[config.mk]
export PLATFORM = sky130hd
export DESIGN_NAME = ahb_input_stage_dma
export DESIGN_NICKNAME = d
export VERILOG_FILES = /design/src/rtl/ahb_matrix_pkg.sv /design/src/rtl/ahb_input_stage_dma.sv
export SDC_FILE = /design/constraint.sdc
export NUM_CORES = 1
export LEC_CHECK = 0
export CORE_MARGIN = 3
export CORE_UTILIZATION = 28
export DETAILED_ROUTE_END_ITERATION = 10
export PLACE_DENSITY = 0.57
export SYNTH_ARGS = -nofsm -noshare
export SYNTH_HDL_FRONTEND = slang
export SYNTH_SLANG_ARGS = --single-unit
[constraint.sdc]
create_clock -name HCLK -period 4 [get_ports HCLK]
set_input_delay 1.2 -clock HCLK [delete_from_list [all_inputs] [get_ports HCLK]]
set_output_delay 1.2 -clock HCLK [all_outputs]
set_load 0.01 [all_outputs]
[src/rtl/ahb_matrix_pkg.sv]
// Shared AHB encodings and the address/control bundle used across the DMA bus matrix.
package ahb_matrix_pkg;

  typedef enum logic [1:0] {
    HTRANS_IDLE   = 2'b00,
    HTRANS_BUSY   = 2'b01,
    HTRANS_NONSEQ = 2'b10,
    HTRANS_SEQ    = 2'b11
  } htrans_e;

  typedef enum logic [2:0] {
    HBURST_SINGLE = 3'b000,
    HBURST_INCR   = 3'b001
  } hburst_e;

  typedef enum logic {
    HRESP_OKAY  = 1'b0,
    HRESP_ERROR = 1'b1
  } hresp_e;

  typedef struct packed {
    logic [31:0] addr;
    logic [1:0]  trans;
    logic        write;
    logic [2:0]  size;
    logic [2:0]  burst;
    logic [3:0]  prot;
    logic [3:0]  master;
    logic        mastlock;
  } addr_ctrl_t;

endpackage

[src/rtl/ahb_input_stage_dma.sv]
// Slave-port input stage: passes address/control straight through when granted,
// otherwise holds the transfer and stalls the master until the output stage issues it.
module ahb_input_stage_dma
  import ahb_matrix_pkg::*;
(
  input  logic        HCLK,
  input  logic        HRESETn,
  input  logic        HSELS,
  input  logic [31:0] HADDRS,
  input  logic [1:0]  HTRANSS,
  input  logic        HWRITES,
  input  logic [2:0]  HSIZES,
  input  logic [2:0]  HBURSTS,
  input  logic [3:0]  HPROTS,
  input  logic [3:0]  HMASTERS,
  input  logic        HMASTLOCKS,
  input  logic        HREADYS,
  input  logic        active_ip,
  input  logic        readyout_ip,
  input  logic        resp_ip,
  output logic        sel_ip,
  output logic [31:0] addr_ip,
  output logic [1:0]  trans_ip,
  output logic        write_ip,
  output logic [2:0]  size_ip,
  output logic [2:0]  burst_ip,
  output logic [3:0]  prot_ip,
  output logic [3:0]  master_ip,
  output logic        mastlock_ip,
  output logic        held_tran_ip,
  output logic        HREADYOUTS,
  output logic        HRESPS
);

  addr_ctrl_t live;
  addr_ctrl_t pres;
  addr_ctrl_t hold_q, hold_d;
  logic       reg_hold_q, reg_hold_d;
  logic       override_q, override_d;
  logic       data_ph_q, data_ph_d;
  logic       new_tran;
  logic       issue;
  logic       ovr_clear;

  always_comb begin
    live.addr     = HADDRS;
    live.trans    = HTRANSS;
    live.write    = HWRITES;
    live.size     = HSIZES;
    live.burst    = HBURSTS;
    live.prot     = HPROTS;
    live.master   = HMASTERS;
    live.mastlock = HMASTLOCKS;
  end

  always_comb begin
    new_tran     = HSELS & HTRANSS[1] & HREADYS;
    held_tran_ip = reg_hold_q | new_tran;
    issue        = held_tran_ip & active_ip & readyout_ip;
    ovr_clear    = HREADYS & ((HTRANSS == HTRANS_NONSEQ) | (HTRANSS == HTRANS_IDLE));
  end

  // A held transfer may have been interleaved with another master, so a held
  // SEQ is re-issued as a fresh INCR NONSEQ and later live SEQ beats stay INCR.
  always_comb begin
    pres   = live;
    sel_ip = HSELS;
    if (reg_hold_q) begin
      pres   = hold_q;
      sel_ip = 1'b1;
      if (hold_q.trans == HTRANS_SEQ) begin
        pres.trans = HTRANS_NONSEQ;
        pres.burst = HBURST_INCR;
      end
    end else if (override_q && (HTRANSS == HTRANS_SEQ)) begin
      pres.burst = HBURST_INCR;
    end
  end

  always_comb begin
    addr_ip     = pres.addr;
    trans_ip    = pres.trans;
    write_ip    = pres.write;
    size_ip     = pres.size;
    burst_ip    = pres.burst;
    prot_ip     = pres.prot;
    master_ip   = pres.master;
    mastlock_ip = pres.mastlock;
  end

  always_comb begin
    hold_d     = hold_q;
    reg_hold_d = reg_hold_q;
    override_d = override_q;
    data_ph_d  = data_ph_q;

    if (new_tran && !issue) begin
      hold_d     = live;
      reg_hold_d = 1'b1;
      override_d = 1'b1;
    end else begin
      if (issue) reg_hold_d = 1'b0;
      if (ovr_clear) override_d = 1'b0;
    end

    if (issue) data_ph_d = 1'b1;
    else if (readyout_ip) data_ph_d = 1'b0;
  end

  always_ff @(posedge HCLK or negedge HRESETn) begin
    if (!HRESETn) begin
      hold_q     <= '0;
      reg_hold_q <= 1'b0;
      override_q <= 1'b0;
      data_ph_q  <= 1'b0;
    end else begin
      hold_q     <= hold_d;
      reg_hold_q <= reg_hold_d;
      override_q <= override_d;
      data_ph_q  <= data_ph_d;
    end
  end

  always_comb begin
    HREADYOUTS = reg_hold_q ? 1'b0 : (data_ph_q ? readyout_ip : 1'b1);
    HRESPS     = data_ph_q ? resp_ip : HRESP_OKAY;
  end

endmodule

# Word-level counts from Yosys, hierarchy flattened
# Index checks and enable logic that the tools add are counted.
[word_totals]
regBits = 53
latch_bits = 0
ramBits = 0
mem_bits_ro = 0
in_bits = 57
out_inout_bits = 54
elab_cells = 44
memories = 0
[classes]
addsub = 0
multipliers = 0
n_div = 0
n_lt_le_gt_ge = 0
eq_ne = 3
n_shift = 0
mux = 16
bitwise_logic = 7
reduce_logical = 7
[ops]
columns = ["cell", "n"]
rows = [
  ["$mux W38", 1],
  ["$mux W1", 10],
  ["$mux W3", 3],
  ["$mux W9", 1],
  ["$eq A2 B2 Y1 const B", 3],
  ["$reduce_bool A2 Y1", 3],
  ["$and A1 B1 Y1", 5],
  ["$logic_and A1 B1 Y1", 2],
  ["$logic_not A2 Y1", 1],
  ["$mux W2", 1],
  ["$or A1 B1 Y1", 2],
  ["$logic_not A1 Y1", 1],
]

# Logic depth before layout (Yosys ltp)
# Gate-level depths: netlist of run 1.
[depth]
depth_word = 8
depth_mapped = 4
ltp_nobuf = 3

# Worst setup path after synthesis of run 1
# Ideal clock, no wire load.
[synth_timing]
kind = "in2out"
start = "input port HTRANSS[1]"
end = "output port burst_ip[1]"
t_arrival_ns = 1.621
required_time_ns = 2.800
setup_slack_ns = 1.179
stages = 2
n_path_buf = 0
cell_sequence = "a31oi_1 > a22o_1"
[synth_via]
elab_chain_cells = 4
[synth_lines]
columns = ["element", "line", "source"]
rows = [
  ["start: declaration", "ahb_input_stage_dma.sv:10", "input logic [1:0] HTRANSS,"],
  ["$eq A2 B2 Y1", "ahb_input_stage_dma.sv:75", "end else if (override_q && (HTRANSS == HTRANS_SEQ)) begin"],
  ["$logic_and A1 B1 Y1", "ahb_input_stage_dma.sv:75", ""],
  ["$mux W3", "ahb_input_stage_dma.sv:75", ""],
  ["$mux W3", "ahb_input_stage_dma.sv:68", "if (reg_hold_q) begin"],
  ["end: declaration", "ahb_input_stage_dma.sv:26", "output logic [2:0] burst_ip,"],
]
# No other way between the ends.

# Final worst setup path of run 1
[layout_timing]
start = "input port HTRANSS[0]"
end = "output port burst_ip[1]"
# Same word-level chain as after synthesis.

==> results summary, run 1 <==
The area of the die came out at 10,630 sq um. The share of synthesized area occupied by flip-flops and latches came out at 50.21%. For the finished layout, the period the worst path requires is 3.840 ns.

The final number of max-transition violations came out at 0. The post-route total power is 0.001589 W. Entering global routing, the biggest net connects 39 pins. The top achievable clock speed came out at 260.4 MHz. For this design the static power due to leakage is 1.635 nW. The number of hold violations in the final report is 0.

The mapped cell area came out at 2641 sq um. The number of antenna violations at the first check in global routing came out at 0. The largest voltage drop on the vdd net came out at 0.1365 mV.

The worst relative slew slack is 48.16%. STA classifies the critical path startpoint as an input port. The via count of the first global-routing pass came out at 1,828. Counting instances, the worst hold path has a depth of 1.

Setup repair after global routing left no endpoint under its margin. At the end of routability-driven placement, the weighted congestion stood at 0.6596. Hold repair after CTS inserted 0 buffers.

The clock transition at the registers of the reported paths came out at 0.09 ns. Of all cell types, the one taking the most synthesized area is dfrtp_1. The synthesized instance count is 183. The fill cell instance count of the final layout came out at 859.

The total of buffers placed on input and output ports is 110. The synthesized area per cell is 14.43 sq um. The critical path goes through clkdlybuf4s50_1 > a31oi_1 > a22o_1 > clkdlybuf4s50_1. The detailed router placed 1,840 vias in this run. The number of gates on the worst path with buffers counted came out at 4. Setup slack on the critical path of the routed design comes to 0.1597 ns.

Yosys mapped the design onto 23 distinct sky130hd cell types. The fraction of final layout cells with drive strength greater than 1 came out at 37.07%. Grouping stages by cell kind, the critical path spends the most delay in buffers and inverters. The max-cap violation count came out at 0. For this run, design rule violations remaining after detail routing come to 0. The starting utilization of the core area came out at 29.57%. The maximum clock insertion buffer count came out at 2. In this run the cell area measured after placement is 3849 sq um. The worst-case reg-to-reg path depth is 2.

The biggest cell delay along the critical path came out at 0.53 ns. The ratio of routed vias to standard cells is 4.577. The finished layout holds 402 standard cells, fillers aside. The final setup TNS is 0 ns. The maximum fanout count along the critical path is 4. The number of warnings issued by yosys came out at 0. Summed over all layers, the global routing overflow is 0.

The quantity of gates resized following cts is 0. The placeable core region came out at 8934 sq um. The area share of the largest cell type after synthesis came out at 50.21%. In the post-synthesis netlist, the biggest area contributors are dfrtp_1 (50%), mux2_2 (38%), mux2_4 (2.3%), buf_2 (0.95%), buf_6 (0.85%). The first global-routing pass estimated 9.473 mm of wire.

The instance count after placement with tap cells included is 394. The number of antenna repair diodes came out at 0. For the pin with the worst max-slew slack, the measured transition is 0.7776 ns. The H-tree was split into 2 levels. The number of detailed-route iterations in the first pass is 2. The number of buffers inserted by post-CTS setup repair came out at 0. The row count came out at 34. The root buffer cell chosen for the clock tree is clkbuf_8.

The power density normalized to cell area is 400.8 nW/um^2. Clock latency on the worst-skew pair, taken at its later pin, is 0.30 ns. The die width came out at 103.1 um. The sum of routed wire length over all layers is 6.043 mm. The number of buffers created by CTS came out at 5. The data arrival time at the worst-slack endpoint is 2.64 ns. The detailed router's first-iteration violation count is 32. The CTS sink count came out at 53. The count of pins on the block boundary came out at 111. The final critical-path share of the clock period is 96.01%.

The total setup violations reported at the end of the flow came out at 0. The synthesized flop and latch total came out at 53. Once detail routing completed, the nets flagged for antenna violations numbered 0. The critical path is of the input port to primary output type. The final layout contains 350 nets.

The placed wire-length estimate after detailed placement is 4.337 mm. The post-synth net total is 240. The cell type with the highest occurrence count on the critical path is clkdlybuf4s50_1. The required time reported for the critical path endpoint is 2.80 ns. The flow ran to the end, and the final reports show no timing, DRC or antenna violations. The number of buffers and inverters on the critical path came out at 2.

The minimum setup slack after placement came out at 0.1480 ns. The total global-route track usage is 11.41%. The summed area of non-filler cells in the final layout is 3965 sq um. The area overhead of the layout relative to synthesis is 50.12%.

The worst setup path is captured at a primary output. TritonCTS built the clock tree. The clock arrives with 0.0004562 ns of skew. The floorplan step set the die height to 103.1 um. Among all stages on the critical path, the largest delay is contributed by clkdlybuf4s50_1. The wire length per cell after detailed routing came out at 15.03 um.

In this run the worst hold path is classified as flip-flop to flip-flop.
[through the flow]
stage / hold WS [ns] / utilization, %
6_report: 0.5052 / 44.38
5_1_grt: 0.5187 / 44.38
4_1_cts: 0.5103 / 44.38
3_5_place_dp: 0.4873 / 43.08
3_3_place_gp: 0.4808 / 43.08
2_1_floorplan: 0.4595 / -
[worst paths after layout]
check | start | end | slack, ns
min in group asynchronous | HRESETn | hold_q[26]$_DFFE_PN0P_ | 0.97
hold reg to reg | hold_q[36]$_DFFE_PN0P_ | hold_q[36]$_DFFE_PN0P_ | 0.51
max in group asynchronous | HRESETn | hold_q[8]$_DFFE_PN0P_ | 2.27
setup / recovery | HTRANSS[0] | burst_ip[1] | 0.16
hold / removal | hold_q[36]$_DFFE_PN0P_ | hold_q[36]$_DFFE_PN0P_ | 0.51
setup reg to reg | reg_hold_q$_DFFE_PN0P_ | data_ph_q$_DFFE_PN0P_ | 2.94
[per-layer routing]
metal	GRT usage (%)	part of all wire (%)
met1	14.76	45
met2	19.04	49
met5	0	0
met3	2.842	5.3
met4	2.988	0.68
[registers in the layout, summed over array words and instances, names as in the netlist]
| register | cells |
|---|---|
| reg_hold_q | 1 |
| hold_q | 50 |
| data_ph_q | 1 |
| override_q | 1 |
[cells in the mapped netlist, drive strengths merged]
cell and instances:
mux2 94, dfrtp 53, buf 9, inv 6, a21oi 2, a22o 2, a31oi 2, clkbuf 2
nand2 2, o21ai 2, a21boi 1, a22oi 1, and2 1, mux2i 1, nand2b 1, nand3b 1
nand4 1, o2bb2ai 1, or2 1
[power by group]
| group | switching (W) | leakage (nW) | internal (W) | total, W |
|---|---|---|---|---|
| registers | 0.0000537 | 0.629 | 0.000645 | 0.000699 |
| clock network | 0.000176 | 0.0585 | 0.000204 | 0.000380 |
| logic | 0.000172 | 0.948 | 0.000339 | 0.000511 |
| total | 0.000401 | 1.64 | 0.00119 | 0.00159 |
[cell type report]
cell class / count / area, sq um / area share [%]
inverter: 6 / 22.52 / 0.5680
timing repair buffer: 114 / 1151 / 29.03
tap: 108 / 135.1 / 3.408
clock inverter: 1 / 30.03 / 0.7573
multi-input combinational: 113 / 1212 / 30.58
clock buffer: 7 / 86.33 / 2.177
sequential: 53 / 1328 / 33.48
[placed cells by master (no fill, tap or decap)]
| cell | count |
|---|---|
| mux2i_1 | 1 |
| clkdlybuf4s50_1 | 109 |
| nand3b_1 | 1 |
| a31oi_1 | 2 |
| dfrtp_2 | 1 |
| inv_1 | 6 |
| clkbuf_1 | 1 |
| nand2_1 | 2 |
| and2_1 | 1 |
| dfrtp_1 | 52 |
| buf_12 | 2 |
| mux2_4 | 4 |
| o2bb2ai_1 | 1 |
| or2_2 | 1 |
| a21oi_1 | 2 |
| nand4_4 | 1 |
| o21ai_0 | 2 |
| buf_2 | 1 |
| a21boi_0 | 1 |
| bufinv_16 | 1 |
| mux2_2 | 90 |
| nand2b_1 | 1 |
| buf_4 | 2 |
| a22oi_1 | 1 |
| clkbuf_8 | 6 |
| a22o_1 | 2 |
[kinds of logic after synthesis]
kind of cell,Yosys count,synth area share (%)
muxes,95,41.02
DFF,53,50.21
buffers and inverters,17,3.884
AOI/OAI and AO/OA,11,2.795
and+or+nand+nor,7,2.085
(Power assumes the default switching activity.)
==> inputs of run 2 (changes only) <==
--- a/config.mk
+++ b/config.mk
@@ -8,6 +8,7 @@
 export CORE_MARGIN = 3
 export CORE_UTILIZATION = 28
 export DETAILED_ROUTE_END_ITERATION = 10
+export GPL_ROUTABILITY_DRIVEN = 0
 export PLACE_DENSITY = 0.57
 export SYNTH_ARGS = -nofsm -noshare
 export SYNTH_HDL_FRONTEND = slang
==> constraint.sdc (replaced) <==
create_clock -name HCLK -period 3.6 [get_ports HCLK]
set_input_delay 1.08 -clock HCLK [delete_from_list [all_inputs] [get_ports HCLK]]
set_output_delay 1.08 -clock HCLK [all_outputs]
set_load 0.01 [all_outputs]
==> results summary, run 2 (synthesis gave the netlist of run 1 again) <==
Result of the run: completed (unchanged). The class of the tightest hold or removal check is flip-flop to flip-flop (unchanged). The detailed router's first-iteration violation count came out at 44 (was 32). The ratio of routed vias to standard cells came to 4.554 (was 4.577). The top achievable clock speed came out at 281.6 MHz. The final critical path takes up 98.64% of the cycle. The starting utilization of the core area is 29.57% (unchanged). The die width is 103.1 um (unchanged). The fraction of final layout cells with drive strength greater than 1 is 37.84% (was 37.07%). The required time reported for the critical path endpoint is 2.52 ns (was 2.80 ns).

The total of buffers placed on input and output ports came out at 110 (unchanged). The quantity of gates resized following cts came out at 1 (was 0). The maximum clock insertion buffer count came out at 2 (unchanged). The sum of routed wire length over all layers was 6.043 mm (unchanged). The maximum fanout count along the critical path came out at 3 (was 4). The area of the die is 10,630 sq um (unchanged). The end point of the most critical hold path is hold_q[8]$_DFFE_PN0P_ (was hold_q[36]$_DFFE_PN0P_). The worst setup slack for register-to-register paths is 2.53 ns (was 2.94 ns). The number of hold violations in the final report is 0 (unchanged).

The number of nets still failing antenna checks after routing is 0 (unchanged). The area occupied by multi-input gates is 1219 sq um (was 1212 sq um). The cell with the biggest individual delay on the critical path is clkdlybuf4s50_1 (unchanged). The count of pins on the block boundary is 111 (unchanged). The total global-route track usage is 11.37% (was 11.41%). The largest voltage drop on the vdd net was 0.2320 mV (was 0.1365 mV). The CTS tree is yes (unchanged). The total area of sequential cells was 1328 sq um (unchanged). The minimum setup slack after placement came to -0.02262 ns (was 0.1480 ns). The max-cap violation count is 0 (unchanged). Crit path cell chain: clkdlybuf4s50_1 > buf_4 > a31oi_1 > inv_1 > clkdlybuf4s50_1 (was clkdlybuf4s50_1 > a31oi_1 > a22o_1 > clkdlybuf4s50_1).

The die extent in y came out at 103.1 um (unchanged). The most flop-heavy register is hold_q (unchanged). The endpoint of the lowest-slack register-to-register path was data_ph_q$_DFFE_PN0P_ (unchanged). The clock latency of the later-clocked register in the worst-skew pair is 0.30 ns (about the same). The aggregate global routing overflow came to 0 (unchanged). The measured slew at the worst slew-check pin came out at 0.4180 ns (was 0.7776 ns).

The startpoint of the worst hold path was hold_q[8]$_DFFE_PN0P_ (was hold_q[36]$_DFFE_PN0P_). The number of buffers and inverters on the critical path is 4 (was 2). The number of buffers inserted by post-CTS setup repair came out at 0 (unchanged). The final setup TNS came out at 0 ns (unchanged). The hold buffer count at cts came out at 0 (unchanged). The number of vias after detailed routing came out at 1,840 (unchanged).

The via count of the first global-routing pass came to 1,809 (was 1,828). The row count is 34 (unchanged). The number of H-tree levels came out at 2 (unchanged). The maximum number of pins on one net before global-route repair came out at 39 (unchanged). The area overhead of the layout relative to synthesis is 51.02% (was 50.12%).

The number of nets in the finished design is 352 (was 350). The static leakage came out at 1.652 nW (was 1.635 nW). The global-route wire length before repair came out at 9.459 mm (was 9.473 mm). The residual DRC count was 0 (unchanged).

The wire length per cell after detailed routing came out at 14.96 um (was 15.03 um). The CTS sink count came out at 53 (unchanged). The worst relative slew slack was 71.88% (was 48.16%).

The power density normalized to cell area is 443.0 nW/um^2 (was 400.8 nW/um^2). The final worst-path setup slack is 0.04899 ns (was 0.1597 ns). The clock transition at the registers of the reported paths is 0.09 ns (about the same). The number of buffers created by CTS was 5 (unchanged). The fill cell instance count of the final layout came out at 866 (was 859). The worst-case reg-to-reg path depth was 2 (unchanged). RSZ-0062 raised after global routing: yes (was no). The kind of launch point of the worst setup path is an input port (unchanged). The type of destination of the critical path is a primary output (unchanged). The type of the setup path with the least slack was input port to primary output (unchanged). The placeable core region came out at 8934 sq um (unchanged). The biggest cell delay along the critical path came out at 0.48 ns (was 0.53 ns). The flip-flop count of the largest register after layout came to 50 (unchanged).

The routed design could run at a clock period as short as 3.551 ns. Most frequent cells in the layout: clkdlybuf4s50_1 (108), mux2_2 (90), dfrtp_1 (52) (was clkdlybuf4s50_1 (109), mux2_2 (90), dfrtp_1 (52)). The cell type with the highest occurrence count on the critical path is clkdlybuf4s50_1 (unchanged). The number of antenna repair diodes came to 0 (unchanged). The data arrival time at the worst-slack endpoint is 2.47 ns (was 2.64 ns). The worst clock skew is 0.0001793 ns (was 0.0004562 ns). The clock tree root buffer cell is clkbuf_8 (unchanged). The number of detailed-route iterations in the first pass came to 3 (was 2). The placed wire-length estimate after detailed placement came out at 4.393 mm (was 4.337 mm).

The number of stages on the worst hold path came to 1 (unchanged). The origin of the critical flop-to-flop path was reg_hold_q$_DFFE_PN0P_ (unchanged). The leading cell type in the layout, fill and taps excluded is clkdlybuf4s50_1 (unchanged).

The total setup violations reported at the end of the flow came to 0 (unchanged). The dominant delay contributor by cell family on the critical path is buffers and inverters (unchanged). The final number of max-transition violations is 0 (unchanged). The number of antenna violations at the first check in global routing is 0 (unchanged).
-- run 2: area by class of cell --
cell class | instances | area share [%]
Sequential cell | 53 | 33.28
Inverter | 6 | 0.5646
Multi-Input combinational cell | 113 | 30.55
Clock buffer | 7 | 2.164
Timing Repair Buffer | 116 | 29.30
Clock inverter | 1 | 0.7528
Tap cell | 108 | 3.388
-- run 2: power breakdown --
part	internal [W]	leakage [nW]	switching, W	total [W]
logic	0.000378	0.965	0.000191	0.000570
registers	0.000717	0.629	0.0000597	0.000776
clock network	0.000227	0.0585	0.000194	0.000421
-- run 2: worst max path at each step --
| stage | from | endpoint | slack [ns] | cells after the start |
|---|---|---|---|---|
| 3_3_place_gp | HTRANSS[0] | burst_ip[2] | 0.04 | 4 |
| 5_1_grt | HTRANSS[0] | burst_ip[2] | -0.04 | 4 |
| 6_report | HTRANSS[1] | held_tran_ip | 0.05 | 5 |
| 4_1_cts | HTRANSS[0] | burst_ip[0] | 0.03 | 4 |
| 2_1_floorplan | HTRANSS[1] | burst_ip[1] | 1.02 | 2 |
| 3_5_place_dp | HTRANSS[0] | burst_ip[2] | -0.02 | 4 |
-- run 2: stage by stage --
step	instance area [sq um]	hold WS, ns	util (%)	total power, W	cells
CTS	3986	0.5108	44.62	0.001803	404
floorplan	2641	0.4595	-	0.001070	183
global route	3989	0.5220	44.65	0.001867	404
global placement	3864	0.4809	43.25	0.001358	396
detailed placement	3864	0.4867	43.25	0.001367	396
finish	3989	0.5069	44.65	0.001767	404
-- run 2: metal layers --
metal  wire, um  global-route usage (%)
met1       2564                   14.75
met2       3029                   18.70
met3        377                   2.977
met4         72                   3.287
met5          0                       0
